$ cat src/rtl/button_pkg.sv
// Shared types and constants for the push-button conditioning front end.
package button_pkg;

  typedef enum logic [1:0] {
    ST_LOW,
    ST_RISE,
    ST_HIGH,
    ST_FALL
  } btn_state_t;

  localparam logic [1:0] DIR_STOP  = 2'b00;
  localparam logic [1:0] DIR_LEFT  = 2'b01;
  localparam logic [1:0] DIR_RIGHT = 2'b10;

endpackage

$ cat src/rtl/button_conditioner_if.sv
// Button pins in, conditioned levels/pulses/direction out.
interface button_conditioner_if #(
  parameter int unsigned N_BTN = 2
);
  logic [N_BTN-1:0] btn_raw;
  logic [N_BTN-1:0] btn_level;
  logic [N_BTN-1:0] btn_press;
  logic [N_BTN-1:0] btn_release;
  logic [N_BTN-1:0] btn_toggle;
  logic [1:0]       dir_code;

  modport master (
    output btn_raw,
    input  btn_level, btn_press, btn_release, btn_toggle, dir_code
  );

  modport slave (
    input  btn_raw,
    output btn_level, btn_press, btn_release, btn_toggle, dir_code
  );
endinterface

$ cat src/rtl/button_debounce_ch.sv
// One button channel: synchroniser, debounce FSM with stability counter, edge pulses, toggle.
module button_debounce_ch
  import button_pkg::*;
#(
  parameter int unsigned SYNC_STAGES     = 2,
  parameter int unsigned DEBOUNCE_CYCLES = 1_000_000
) (
  input  logic clk,
  input  logic reset,
  input  logic raw_i,
  output logic level_o,
  output logic level_next_o,
  output logic press_o,
  output logic release_o,
  output logic toggle_o
);

  localparam int unsigned CntW = $clog2(DEBOUNCE_CYCLES + 1);
  localparam logic [CntW-1:0] CntMax = CntW'(DEBOUNCE_CYCLES - 1);

  logic [SYNC_STAGES-1:0] sync_q;
  btn_state_t             state_q, state_d;
  logic [CntW-1:0]        cnt_q, cnt_d;
  logic                   level_q, level_d;
  logic                   press_q, press_d;
  logic                   release_q, release_d;
  logic                   toggle_q, toggle_d;
  logic                   s;

  assign s = sync_q[SYNC_STAGES-1];

  always_comb begin
    state_d   = state_q;
    cnt_d     = '0;
    level_d   = level_q;
    press_d   = 1'b0;
    release_d = 1'b0;
    toggle_d  = toggle_q ^ press_q;
    unique case (state_q)
      ST_LOW: begin
        if (s) state_d = ST_RISE;
      end
      ST_RISE: begin
        if (!s) begin
          state_d = ST_LOW;
        end else if (cnt_q == CntMax) begin
          state_d = ST_HIGH;
          level_d = 1'b1;
          press_d = 1'b1;
        end else begin
          cnt_d = cnt_q + 1'b1;
        end
      end
      ST_HIGH: begin
        if (!s) state_d = ST_FALL;
      end
      ST_FALL: begin
        if (s) begin
          state_d = ST_HIGH;
        end else if (cnt_q == CntMax) begin
          state_d   = ST_LOW;
          level_d   = 1'b0;
          release_d = 1'b1;
        end else begin
          cnt_d = cnt_q + 1'b1;
        end
      end
    endcase
  end

  always_ff @(posedge clk) begin
    if (reset) begin
      sync_q    <= '0;
      state_q   <= ST_LOW;
      cnt_q     <= '0;
      level_q   <= 1'b0;
      press_q   <= 1'b0;
      release_q <= 1'b0;
      toggle_q  <= 1'b0;
    end else begin
      sync_q    <= {sync_q[SYNC_STAGES-2:0], raw_i};
      state_q   <= state_d;
      cnt_q     <= cnt_d;
      level_q   <= level_d;
      press_q   <= press_d;
      release_q <= release_d;
      toggle_q  <= toggle_d;
    end
  end

  assign level_o      = level_q;
  assign level_next_o = level_d;
  assign press_o      = press_q;
  assign release_o    = release_q;
  assign toggle_o     = toggle_q;

endmodule

$ cat src/rtl/button_conditioner.sv
// N_BTN debounced button channels; channels 1/0 also form the motor direction code.
module button_conditioner
  import button_pkg::*;
#(
  parameter int unsigned N_BTN           = 2,
  parameter int unsigned SYNC_STAGES     = 2,
  parameter int unsigned DEBOUNCE_CYCLES = 1_000_000
) (
  input logic                 clk,
  input logic                 reset,
  button_conditioner_if.slave btn
);

  logic [N_BTN-1:0] level, level_nxt, press, rel, tog;
  logic [1:0]       dir_q, dir_d;

  for (genvar i = 0; i < N_BTN; i++) begin : g_ch
    button_debounce_ch #(
      .SYNC_STAGES    (SYNC_STAGES),
      .DEBOUNCE_CYCLES(DEBOUNCE_CYCLES)
    ) u_ch (
      .clk         (clk),
      .reset       (reset),
      .raw_i       (btn.btn_raw[i]),
      .level_o     (level[i]),
      .level_next_o(level_nxt[i]),
      .press_o     (press[i]),
      .release_o   (rel[i]),
      .toggle_o    (tog[i])
    );
  end

  // Registered from next-state levels so it moves in the same cycle as btn_level.
  always_comb begin
    dir_d = level_nxt[1:0];
    if (level_nxt[1:0] == 2'b11) dir_d = DIR_STOP;
  end

  always_ff @(posedge clk) begin
    if (reset) dir_q <= DIR_STOP;
    else       dir_q <= dir_d;
  end

  assign btn.btn_level   = level;
  assign btn.btn_press   = press;
  assign btn.btn_release = rel;
  assign btn.btn_toggle  = tog;
  assign btn.dir_code    = dir_q;

endmodule

$ cat src/flat_wrapper.sv
// flat-port wrapper written by rule: the top's interface ports become plain ports
module button_conditioner_flat import button_pkg::*;
#(
  parameter int unsigned N_BTN           = 2,
  parameter int unsigned SYNC_STAGES     = 2,
  parameter int unsigned DEBOUNCE_CYCLES = 1_000_000
)
  (clk, reset, btn_btn_raw, btn_btn_level, btn_btn_press, btn_btn_release, btn_btn_toggle, btn_dir_code);
  button_conditioner_if #(.N_BTN(N_BTN)) btn_i ();
  input logic clk;
  input logic reset;
  input wire logic [$bits(btn_i.btn_raw)-1:0] btn_btn_raw;
  output wire logic [$bits(btn_i.btn_level)-1:0] btn_btn_level;
  output wire logic [$bits(btn_i.btn_press)-1:0] btn_btn_press;
  output wire logic [$bits(btn_i.btn_release)-1:0] btn_btn_release;
  output wire logic [$bits(btn_i.btn_toggle)-1:0] btn_btn_toggle;
  output wire logic [$bits(btn_i.dir_code)-1:0] btn_dir_code;
  assign btn_i.btn_raw = btn_btn_raw;
  assign btn_btn_level = btn_i.btn_level;
  assign btn_btn_press = btn_i.btn_press;
  assign btn_btn_release = btn_i.btn_release;
  assign btn_btn_toggle = btn_i.btn_toggle;
  assign btn_dir_code = btn_i.dir_code;
  button_conditioner #(.N_BTN(N_BTN), .SYNC_STAGES(SYNC_STAGES), .DEBOUNCE_CYCLES(DEBOUNCE_CYCLES)) u_core (.clk(clk), .reset(reset), .btn(btn_i));
endmodule
$ cat config.mk
export PLATFORM = sky130hd
export DESIGN_NAME = button_conditioner_flat
export DESIGN_NICKNAME = d
export VERILOG_FILES = /design/src/rtl/button_pkg.sv /design/src/rtl/button_conditioner_if.sv /design/src/rtl/button_debounce_ch.sv /design/src/rtl/button_conditioner.sv /design/src/flat_wrapper.sv
export SDC_FILE = /design/constraint.sdc
export NUM_CORES = 1
export LEC_CHECK = 0
export BUFFER_PORTS_ARGS = -buffer_cell sky130_fd_sc_hd__buf_2
export CAP_MARGIN = 10
export CORE_ASPECT_RATIO = 0.8
export CORE_MARGIN = 2
export CORE_UTILIZATION = 45
export CTS_BUF_LIST = sky130_fd_sc_hd__clkbuf_2 sky130_fd_sc_hd__clkbuf_4 sky130_fd_sc_hd__clkbuf_8
export DETAILED_ROUTE_END_ITERATION = 7
export GPL_TIMING_DRIVEN = 0
export SLEW_MARGIN = 20
export SYNTH_ARGS = -nofsm -noshare
export SYNTH_HDL_FRONTEND = slang
export SYNTH_SLANG_ARGS = --single-unit
$ cat constraint.sdc
create_clock -name clk -period 4.1 [get_ports clk]
set_input_delay 0.82 -clock clk [delete_from_list [all_inputs] [get_ports clk]]
set_output_delay 0.82 -clock clk [all_outputs]
set_load 0.03 [all_outputs]
=== Yosys cells after proc, flatten, opt, wreduce, memory -nomap -nowiden ===
Index checks and enable logic that the tools add are counted.

* Register bits after elaboration: 58
* Output and inout port bits: 10

* Bitwise gates (word level): 8
* Add/sub/neg operators: 2
* Eq/ne operators: 17
* Muxes and demuxes: 34
* Reductions and logical operators: 9

{| class="wikitable"
|+ Operators by type and width
! kind !! number
|-
| $mux 20 || 6
|-
| $pmux 20 s2 || 2
|-
| $add 20x1->20 const B || 2
|-
| $eq 20x20->1 const B || 2
|-
| $mux 2 || 12
|-
| $pmux 2 s4 || 2
|-
| $ne 3x3->1 const B || 4
|-
| $reduce_or 3->1 || 4
|-
| $eq 2x2->1 const B || 5
|-
| $mux 1 || 10
|-
| $ne 2x2->1 const B || 4
|-
| $reduce_and 4->1 || 2
|-
| $not 1->1 || 6
|-
| $eq 2x1->1 const B || 2
|-
| $logic_not 2->1 || 2
|-
| $pmux 1 s2 || 2
|-
| $reduce_or 2->1 || 1
|-
| $xor 1x1->1 || 2
|}

=== Longest topological paths before layout ===
* Word-level depth: 6
* Mapped depth: 7
* Mapped depth without buffers: 6

=== Modules after synthesis ===
A second synthesis with hierarchy kept.

* Cells, all modules: 277
* Area total of the unflattened synthesis: 2462.4 sq um

{| class="wikitable"
|+ By module, submodules not included
! module !! instances !! cells an instance !! area an instance (sq um)
|-
| button_debounce_ch (u_core.g_ch[0].u_ch) || 1 || 137 || 1221.2
|-
| button_debounce_ch (u_core.g_ch[1].u_ch) || 1 || 136 || 1186.1
|-
| button_conditioner || 1 || 4 || 55.1
|}

=== Worst setup path after synthesis ===
Ideal clock, no wire load.

* Path kind: register to register
* Start: register u_core.g_ch[1].u_ch.cnt_q[0]
* End: register u_core.g_ch[1].u_ch.cnt_q[14]
* Stages on the path, launching flop included: 8
* Period minus slack after synthesis: 1758 ps
* Arrival: 1641 ps
* Setup slack: 2342 ps
* Library setup time: 117 ps
* Cell sequence: dfxtp_1 > ha_1 > and2_1 > nand4_1 > or4_1 > nand3_1 > buf_2 > nor2_1

* Word-level cells in the longest chain between the ends: 4

{| class="wikitable"
|+ RTL lines
! what !! RTL line !! RTL
|-
| start, declared || button_debounce_ch.sv:23 || <nowiki>logic [CntW-1:0] cnt_q, cnt_d;</nowiki>
|-
| start signal, assigned || button_debounce_ch.sv:83 || <nowiki>cnt_q <= cnt_d;</nowiki>
|-
| $add 20x1->20 / $eq 20x20->1 (equally long branches) || -- ||
|-
| $mux 20 * || button_debounce_ch.sv:46, button_debounce_ch.sv:60 ||
|-
| $mux 20 (on tied branches) || button_debounce_ch.sv:58, button_debounce_ch.sv:44 ||
|-
| $pmux 20 s2 * || button_debounce_ch.sv:39 || <nowiki>unique case (state_q)</nowiki>
|}

Every way passes the cells marked *; elsewhere a longest branch is shown, timed or not.
A chain may end at the register's enable or synchronous reset.

=== Worst setup path after layout ===
* Start: register u_core.g_ch[0].u_ch.cnt_q[0]
* End: register u_core.dir_q[1], in the netlist u_core.btn.dir_code[1]

* Word-level cells in the longest chain between the ends: 6

{| class="wikitable"
|+ RTL lines
! what !! RTL line !! RTL
|-
| start, declared || button_debounce_ch.sv:23 ||
|-
| start signal, assigned || button_debounce_ch.sv:83 ||
|-
| $eq 20x20->1 * || button_debounce_ch.sv:46, button_debounce_ch.sv:60 ||
|-
| $mux 1 (on tied branches) || button_debounce_ch.sv:60, button_debounce_ch.sv:46 ||
|-
| $mux 1 (on tied branches) || button_debounce_ch.sv:58, button_debounce_ch.sv:44 ||
|-
| $pmux 1 s2 * || button_debounce_ch.sv:39 ||
|-
| $eq 2x2->1 * || button_conditioner.sv:36 || <nowiki>if (level_nxt[1:0] == 2'b11) dir_d = DIR_STOP;</nowiki>
|-
| $reduce_or 2->1 (no source line) * || -- ||
|-
| end signal, assigned || button_conditioner.sv:41 || <nowiki>else dir_q <= dir_d;</nowiki>
|-
| end, declared || button_conditioner.sv:15 || <nowiki>logic [1:0] dir_q, dir_d;</nowiki>
|}

Marked as above.

==> impl_metrics.tcl <==
set metrics [dict create \
    numCtsBuffers 9 \
    tns_ns 0 \
    portBuffers 13 \
    hold_class "reg -> reg" \
    place_inst 346 \
    row_count 23 \
    antenna_left 0 \
    tritoncts "done" \
    skew_ns 0.005377 \
    hold_viol 0 \
    yosysSeqAreaShare 0.4764 \
    synth_enable_flop_cells 0 \
    avgRoutedWirePerCell_um 11.36 \
    cp_max_fo 6 \
    layout_setup_ws_ns 2.087 \
    synth_adder_area_share 0.01027 \
    worst_slew_pin_slew_ns 0.9828 \
    syn_to_final_growth_pct 12.37 \
    syn_inst 271 \
    post_cts_buffers 0 \
    cts.repair.resized 0 \
    p_total_mw 1.026 \
    clock-sinks 58 \
    rsz0062_at_grt "no" \
    grt_max_degree 11 \
    nets 301 \
    dpl_cell_area_sq_mm 0.002580 \
    place_congestion 0.7444 \
    antenna_found_initial 0 \
    wl_um 4101 \
    grt_pass1_wl_um 6824 \
    slew_violations 0 \
    synth-main-ff-cell "dfxtp_1" \
    synth-simple-area-share 0.2849 \
    top_layer_used "met4" \
    syn-num-nets 277 \
    ios 14 \
    clk_pin_slew_ns 0.06 \
    setup_viol 0 \
    start_util 0.4758 \
    drt_iter0_drc 52 \
    fin_area_sq_mm 0.002739 \
    ctsRootBufferMaster "clkbuf_8" \
    cts_hold_buf 0 \
    dieHeight_um 69.83 \
    synth.distinct_cells 37 \
    cp-end-kind "flip-flop" \
    ys_seq_elements 58 \
    synth-async-reset-ratio 0 \
    powerDensity_mw_per_mm2 374.5 \
    die_w_um 86.28 \
    cts_buffer_depth 2 \
    fillers 487 \
    synth_xor_area_frac 0.1366 \
    hpwlAfterDp_um 2870 \
    drc 0 \
    yosys_warnings 0 \
    slew_headroom 0.3388 \
    drive_gt1_frac 0.1505 \
    clock.fmax_mhz 496.9 \
    fin_cells 361 \
    required_ns 4.32 \
    syn_avg_cell_area_sq_um 8.994 \
    via_per_inst 4.942 \
    muxShareOfSynthArea 0.01283 \
    synth_compound_area_frac 0.03183 \
    leakage_nw 0.9228 \
    wl_met1_um 2258 \
    grt_pass1_vias 1489 \
    first_pass_iters 5 \
    status "complete, no violations" \
    route.met3.wl_um 184 \
    die-area_sq_mm 0.006025 \
    period_share 0.4909 \
    cap_violations 0 \
    wl_met2_um 1628 \
    gr-total-overflow 0 \
    critical_path_class "reg -> reg" \
    antenna_cells 0 \
    num_vias 1784 \
    dpl_worst_slack_ns 2.090 \
    worstPathArrival_ns 2.23 \
    htreeDepth 3 \
    synthesis.area_sq_mm 0.002437 \
    ir_worst_vdd_mv 0.3158 \
    worstSkewPairLatency_ns 0.33 \
    synth_top_family_by_area "simple AND/OR/NAND/NOR gates" \
    start_kind "flip-flop" \
    track_usage 0.1470 \
    coreArea_sq_mm 0.005122 \
    fin_crit_ns 2.013 \
]
## where the power goes
group	switching, mW	internal, mW	total (mW)
Combinational	0.0141	0.0100	0.0241
Sequential	0.00376	0.568	0.572
Clock	0.205	0.225	0.429
## per-stage QoR
step	util	hold slack [ns]
2_1_floorplan	-	0.4129
3_5_place_dp	0.5037	0.4250
5_1_grt	0.5347	0.4620
6_report	0.5347	0.4370
3_3_place_gp	0.5037	0.4193
4_1_cts	0.5347	0.4405
## worst max-delay path: stages (launching register included)
cell	delay [ns]
dfxtp_1	0.37
ha_1	0.23
nand2_1	0.10
nor2_1	0.36
nand4_1	0.29
mux2_2	0.36
and4_1	0.20
## kinds of logic after synthesis
kind of cell    count (synthesis)
compound gates                 10
xor+xnor                       38
fa+ha+maj                       2
buf+inv                        22
flops                          58
mux                             3
simple gates                  138
## worst paths after layout
path,start,end,slack (ns),cells after the start
setup / recovery,u_core.g_ch[0].u_ch.cnt_q[0]$_SDFF_PP0_,u_core.btn.dir_code[1]$_SDFF_PP0_,2.09,6
hold / removal,u_core.g_ch[0].u_ch.sync_q[0]$_SDFF_PP0_,u_core.g_ch[0].u_ch.sync_q[1]$_SDFF_PP0_,0.44,1
setup reg to reg,u_core.g_ch[0].u_ch.cnt_q[0]$_SDFF_PP0_,u_core.btn.dir_code[1]$_SDFF_PP0_,2.09,6
hold reg to reg,u_core.g_ch[0].u_ch.sync_q[0]$_SDFF_PP0_,u_core.g_ch[0].u_ch.sync_q[1]$_SDFF_PP0_,0.44,1
## cells in the final DEF (no fill, tap or decap), types with 9 or more instances in the layout
cell type	n
buf_2	15
clkbuf_8	9
dfxtp_1	58
inv_1	9
nand2_1	18
nand3_1	18
nor2_1	49
nor3_1	11
xnor2_1	21
xor2_1	17
## metal layers
layer / vias to the layer above / global-route usage
li1: 955 / -
met1: 798 / 0.2092
met2: 27 / 0.1878
met3: 4 / 0.07500
met4: 0 / 0.05208
met5: - / 0
## flip-flops by register name, indices dropped and copies added, names as in the netlist, named ones only
register                    cells
u_core.g_ch.u_ch.level_o        2
u_core.g_ch.u_ch.state_q        2
u_core.g_ch.u_ch.press_o        2
u_core.g_ch.u_ch.sync_q         4
u_core.btn.dir_code             2
u_core.g_ch.u_ch.cnt_q         40
u_core.g_ch.u_ch.release_o      2
u_core.g_ch.u_ch.toggle_o       2
## synth_stat cells, drive strengths merged (2+ instances only)
library cell | instances | area, sq um
a21oi | 3 | 15.01
and2 | 6 | 37.54
and3 | 4 | 25.02
and4 | 4 | 36.29
buf | 10 | 70.07
clkbuf | 3 | 11.26
dfxtp | 58 | 1161
ha | 2 | 25.02
inv | 9 | 33.78
mux2i | 2 | 20.02
nand2 | 18 | 67.56
nand2b | 3 | 18.77
nand3 | 18 | 90.09
nand4 | 8 | 50.05
nand4bb | 2 | 22.52
nor2 | 49 | 183.9
nor2b | 4 | 25.02
nor3 | 11 | 55.05
nor4 | 6 | 43.79
or2 | 2 | 12.52
or4 | 2 | 18.77
xnor2 | 21 | 183.9
xor2 | 17 | 148.9
## area by class of cell
| type | instances | area, sq um | area share |
|---|---|---|---|
| tap | 62 | 77.57 | 0.02832 |
| sequential | 58 | 1161 | 0.4239 |
| inverter | 9 | 33.78 | 0.01233 |
| timing repair buffer | 13 | 65.06 | 0.02376 |
| clock buffer | 11 | 138.9 | 0.05071 |
| buffer | 13 | 81.33 | 0.02969 |
| clock inverter | 4 | 20.02 | 0.007309 |
| multi-input combinational | 191 | 1161 | 0.4239 |
(Power assumes the default switching activity.)
